**src/rtl/fetch_insn_queue.sv**
```systemverilog
`default_nettype none
// ============================================================================
//  Module   : fetch_insn_queue
//  Purpose  : Instruction buffer between fetch and decode. Holds up to
//             2**LG_DEPTH fetched entries and presents the oldest one to the
//             decoder through a valid/ready handshake. No bypass path.
//  Revision : 1.0 - initial release
// ============================================================================
module fetch_insn_queue #(
  parameter int LG_DEPTH  = 3,
  parameter int AF_SLACK  = 2,
  parameter int M_WIDTH   = 64,
  parameter int LG_PHT_SZ = 16
) (
  input  logic                 clk_i,
  input  logic                 reset_i,
  input  logic                 flush_i,
  input  logic                 enq_valid_i,
  output logic                 enq_ready_o,
  input  logic [31:0]          enq_insn_i,
  input  logic [M_WIDTH-1:0]   enq_pc_i,
  input  logic                 enq_pred_i,
  input  logic [LG_PHT_SZ-1:0] enq_pht_idx_i,
  input  logic [M_WIDTH-1:0]   enq_pred_target_i,
  input  logic [63:0]          enq_fetch_cycle_i,
  output logic                 deq_valid_o,
  input  logic                 deq_ready_i,
  output logic [31:0]          deq_insn_o,
  output logic [M_WIDTH-1:0]   deq_pc_o,
  output logic                 deq_pred_o,
  output logic [LG_PHT_SZ-1:0] deq_pht_idx_o,
  output logic [M_WIDTH-1:0]   deq_pred_target_o,
  output logic [63:0]          deq_fetch_cycle_o,
  output logic                 almost_full_o,
  output logic [LG_DEPTH:0]    occupancy_o
);

  localparam int DEPTH = 1 << LG_DEPTH;
  localparam logic [LG_DEPTH:0] PTR_ONE   = (LG_DEPTH+1)'(1);
  localparam logic [LG_DEPTH:0] AF_THRESH = (LG_DEPTH+1)'(DEPTH - AF_SLACK);

  // Pointers carry one extra wrap bit so full and empty are distinguishable.
  logic [LG_DEPTH:0] head_q, head_d;
  logic [LG_DEPTH:0] tail_q, tail_d;

  // Entry storage, one array per field, indexed by the pointer low bits.
  logic [31:0]          insn_q   [DEPTH];
  logic [M_WIDTH-1:0]   pc_q     [DEPTH];
  logic                 pred_q   [DEPTH];
  logic [LG_PHT_SZ-1:0] pht_q    [DEPTH];
  logic [M_WIDTH-1:0]   target_q [DEPTH];
  logic [63:0]          cycle_q  [DEPTH];

  logic                w_empty;
  logic                w_full;
  logic                w_enq_fire;
  logic                w_deq_fire;
  logic [LG_DEPTH-1:0] w_head_idx;
  logic [LG_DEPTH-1:0] w_tail_idx;

  assign w_head_idx = head_q[LG_DEPTH-1:0];
  assign w_tail_idx = tail_q[LG_DEPTH-1:0];
  assign w_empty    = (head_q == tail_q);
  assign w_full     = (head_q[LG_DEPTH-1:0] == tail_q[LG_DEPTH-1:0]) &&
                      (head_q[LG_DEPTH] != tail_q[LG_DEPTH]);

  // Flush wins over both sides, so neither handshake counts during a flush.
  assign w_enq_fire = enq_valid_i && !w_full && !flush_i;
  assign w_deq_fire = deq_ready_i && !w_empty && !flush_i;

  assign enq_ready_o   = !w_full;
  assign deq_valid_o   = !w_empty;
  assign occupancy_o   = tail_q - head_q;
  assign almost_full_o = (occupancy_o >= AF_THRESH);

  // Head entry fields are forced to zero when empty so decode sees a nop.
  assign deq_insn_o        = w_empty ? '0 : insn_q[w_head_idx];
  assign deq_pc_o          = w_empty ? '0 : pc_q[w_head_idx];
  assign deq_pred_o        = w_empty ? 1'b0 : pred_q[w_head_idx];
  assign deq_pht_idx_o     = w_empty ? '0 : pht_q[w_head_idx];
  assign deq_pred_target_o = w_empty ? '0 : target_q[w_head_idx];
  assign deq_fetch_cycle_o = w_empty ? '0 : cycle_q[w_head_idx];

  // Next pointer values: flush clears both, otherwise advance on each fire.
  always_comb begin
    head_d = head_q;
    tail_d = tail_q;
    if (flush_i) begin
      head_d = '0;
      tail_d = '0;
    end else begin
      if (w_enq_fire) tail_d = tail_q + PTR_ONE;
      if (w_deq_fire) head_d = head_q + PTR_ONE;
    end
  end

  // Pointer registers; reset discards all contents immediately.
  always_ff @(posedge clk_i or posedge reset_i) begin
    if (reset_i) begin
      head_q <= '0;
      tail_q <= '0;
    end else begin
      head_q <= head_d;
      tail_q <= tail_d;
    end
  end

  // Write the accepted entry into the tail slot; storage is never cleared.
  always_ff @(posedge clk_i) begin
    if (w_enq_fire) begin
      insn_q[w_tail_idx]   <= enq_insn_i;
      pc_q[w_tail_idx]     <= enq_pc_i;
      pred_q[w_tail_idx]   <= enq_pred_i;
      pht_q[w_tail_idx]    <= enq_pht_idx_i;
      target_q[w_tail_idx] <= enq_pred_target_i;
      cycle_q[w_tail_idx]  <= enq_fetch_cycle_i;
    end
  end

endmodule
`default_nettype wire

```
**config.mk**
```make
export PLATFORM = sky130hd
export DESIGN_NAME = fetch_insn_queue
export DESIGN_NICKNAME = d
export VERILOG_FILES = /design/src/rtl/fetch_insn_queue.sv
export SDC_FILE = /design/constraint.sdc
export NUM_CORES = 2
export LEC_CHECK = 0
export ABC_AREA = 1
export BUFFER_PORTS_ARGS = -buffer_cell sky130_fd_sc_hd__buf_4
export CORE_UTILIZATION = 55
export CTS_CLUSTER_DIAMETER = 150
export DETAILED_ROUTE_END_ITERATION = 7
export PLACE_DENSITY = 0.73
export SETUP_SLACK_MARGIN = 0.02
export SLEW_MARGIN = 10
export SYNTH_ARGS = -nofsm -noshare
export SYNTH_HDL_FRONTEND = slang
export SYNTH_SLANG_ARGS = --single-unit
```
**constraint.sdc**
```tcl
create_clock -name clk_i -period 16.8 [get_ports clk_i]
set_input_delay 1.68 -clock clk_i [delete_from_list [all_inputs] [get_ports clk_i]]
set_output_delay 1.68 -clock clk_i [all_outputs]
set_load 0.05 [all_outputs]
```
==> impl_metrics.env <==
export IMPL_rows=144
export IMPL_worstSetupEndpointType="output pin"
export IMPL_combPwrFrac_pct=22.8
export IMPL_stdcell_count=11023
export IMPL_worstHoldPathCells=2
export IMPL_die_y_um=396
export IMPL_skew_ns=0.0453
export IMPL_drc=0
export IMPL_post_cts_buffers=0
export IMPL_track_usage_pct=25.3
export IMPL_dieArea_um2=157000
export IMPL_antenna_found_initial=35
export IMPL_hold_class="reg -> reg"
export IMPL_yosysWarnings=0
export IMPL_synth_area_um2=85200
export IMPL_power_switching_mw=3.87
export IMPL_routed_wirelength_mm=199
export IMPL_wl_per_cell_um=18.1
export IMPL_finalSetupViolCount=0
export IMPL_ir_drop_mv=0.110
export IMPL_synth_net_count=8715
export IMPL_die_w_um=396
export IMPL_syn_inst=8463
export IMPL_initial_core_util_pct=55.4
export IMPL_path_max_fanout=100
export IMPL_ctsHoldBuffers=0
export IMPL_cts_sinks=1936
export IMPL_drtIter0Drc=4768
export IMPL_drive_above_1_share_pct=9.18
export IMPL_vias=56932
export IMPL_ant_nets=0
export IMPL_p_clk_share_pct=32.9
export IMPL_multiInputGateArea_um2=17400
export IMPL_grt_pass1_vias=55681
export IMPL_p_int_mw=8.35
export IMPL_path_class="reg -> out"
export IMPL_overflow=0
export IMPL_regArea_um2=58100
export IMPL_synth_compound_area_share_pct=0.00881
export IMPL_place_inst=10660
export IMPL_min_period_ns=8.55
export IMPL_cts_resized=0
export IMPL_ys_seq_elements=1936
export IMPL_max_cap_violations=0
export IMPL_worstMarginPinSlew_ns=1.39
export IMPL_swShare_pct=31.7
export IMPL_finalSetupTns_ns=0
export IMPL_synth_seq_area_share_pct=68.2
export IMPL_place_gp_congestion=0.805
export IMPL_htreeDepth=4
export IMPL_clk_path_buf_depth=3
export IMPL_slew_viol_final=0
export IMPL_grt_max_degree=236
export IMPL_fillers=11726
export IMPL_clk_latency_ns=0.82
export IMPL_synthAdderAreaFrac_pct=0.0969
export IMPL_cts_root_buf="clkbuf_16"
export IMPL_synth_cell_types=18
export IMPL_hold_violations=0
export IMPL_powerDensity_nw_per_um2=128
export IMPL_nets=9065
export IMPL_area_delta_synth_final_pct=12.2
export IMPL_avgSynthCellArea_um2=10.1
export IMPL_clkSlewWorstSetupHoldPaths_ns=0.06
export IMPL_cts_made_buffers=195
export IMPL_max_freq_mhz=117
export IMPL_r2r_cells=10
export IMPL_io_pins=494
export IMPL_relSlewSlack_pct=7.06
export IMPL_status="complete, no violations"
export IMPL_rsz0062_at_grt="false"
export IMPL_place_port_buffers=493
export IMPL_grt_pass1_wl_mm=307
export IMPL_synthSimpleGateAreaFrac_pct=20.2
export IMPL_start_kind="flip-flop"
export IMPL_seq_power_share_pct=44.3
export IMPL_arrival_ns=6.87
export IMPL_routed_via_density=5.16
export IMPL_layout_worst_path_cycle_share_pct=50.9
export IMPL_synth_top_family_by_area="simple AND/OR/NAND/NOR gates"
export IMPL_muxShareOfSynthArea_pct=0
export IMPL_dp_hpwl_mm=104
export IMPL_cts_tree="built"
export IMPL_core_area_um2=154000
export IMPL_yosys_area_share_xor_xnor_pct=0.0308
export IMPL_first_pass_iters=6
export IMPL_p_leak_nw=42.7
export IMPL_critPathRequiredTime_ns=15.12
## cell families (layout without fill, tap and decap cells)
kind of cell	count (synthesis)	count (layout)
flip-flops	1936	1936
other	0	21
XOR/XNOR	3	3
adder cells (fa/ha/maj)	6	6
AND/OR/NAND/NOR	4168	4168
AO/OA/AOI/OAI	1	1
buffers and inverters	2349	2844
## stage by stage
| stage | setup slack (ns) | hold WS [ns] | power [mW] | cell area [um^2] | utilization [%] |
|---|---|---|---|---|---|
| after CTS | 8.29 | 0.605 | 12.3 | 95600 | 62.1 |
| after detailed placement | 9.21 | 0.585 | 8.29 | 89700 | 58.3 |
| after floorplan | 3.74 | 0.540 | 7.54 | 85200 | - |
| after global placement | 9.33 | 0.572 | 8.24 | 89700 | 58.3 |
| after global routing | 7.87 | 0.644 | 12.7 | 95600 | 62.1 |
| final | 8.25 | 0.612 | 12.2 | 95600 | 62.2 |
## worst max-delay path: stages, from the launching register on
cell and delay [ns]:
dfrtp_4 0.88, buf_4 0.75, buf_4 0.86, buf_4 0.97
buf_4 0.76, buf_4 0.84, nand2_1 0.13, nand3_1 0.12
nand3_1 0.11, nand2_1 0.11, nor2_1 0.08, buf_4 0.19
## state kept, by name (all words and copies together), names as in the netlist
signal,count
cycle_q,512
pc_q,512
target_q,512
insn_q,256
pht_q,128
pred_q,8
head_q,4
tail_q,4
## layer usage
metal / vias to the layer above / wire length [um] / GRT usage [%]
met5: - / 183 / 0
met4: 30 / 6700 / 10.6
met3: 394 / 15600 / 4.82
met2: 2161 / 96500 / 41.6
met1: 27165 / 80100 / 33.0
li1: 27182 / - / -
## power groups by stage
stage / sequential, mW / combinational [mW] / clock (mW)
3_3_place_gp: 5.51 / 2.73 / 0
2_1_floorplan: 5.53 / 2.01 / 0
3_5_place_dp: 5.52 / 2.77 / 0
5_1_grt: 5.42 / 2.99 / 4.27
4_1_cts: 5.41 / 2.78 / 4.09
6_report: 5.41 / 2.79 / 4.03
## layout make-up
cell class	instances	area share [%]
tap	2044	2.67
sequential	1936	60.8
inverter	1943	7.64
timing repair buffer	559	4.55
clock inverter	86	0.754
multi-input combinational	4178	18.2
antenna	21	0.0550
clock buffer	256	5.40
## synthesized netlist by cell type
library cell  number  area [um^2]
buf_1             35          131
xor2_1             3         26.3
clkbuf_1          78          293
inv_1           1940         7280
buf_4              5         37.5
inv_2              2         7.51
edfxtp_1        1928        57900
nand3_1         1220         6110
dfrtp_1            8          200
o211ai_1           1         7.51
nand4_1            9         56.3
clkinv_1           1         3.75
buf_2            187          936
buf_6            101         1140
fa_1               1         20.0
nand2_1         2445         9180
ha_1               5         62.6
nor2_1           494         1850
## worst paths after layout
path                       startpoint                    to  slack, ns
hold reg to reg             head_q[3]             head_q[3]       0.61
max in group asynchronous     reset_i             head_q[1]      15.70
setup / recovery            head_q[0]  deq_pred_target_o[1]       8.25
min in group asynchronous     reset_i             tail_q[3]       0.81
hold / removal              head_q[3]             head_q[3]       0.61
setup reg to reg            head_q[1]        cycle_q[0][12]      10.47
## layout by cell type, fill, tap and decap left out
cell        count
nand2_1      2444
inv_1        1940
edfxtp_1     1928
nand3_1      1220
buf_4         547
nor2_1        486
clkbuf_16     196
clkbuf_1       57
clkinv_1       37
clkinv_2       24
diode_2        21
buf_12         12
nand4_1         9
nor2_4          8
inv_6           6
bufinv_16       6
ha_1            5
dfrtp_1         5
clkinv_8        4
clkinv_16       4
clkinvlp_4      4
xor2_1          3
clkbuf_8        3
dfrtp_4         3
inv_8           2
clkinv_4        2
nand2_4         1
o211ai_1        1
fa_1            1
(Power assumes the default switching activity.)
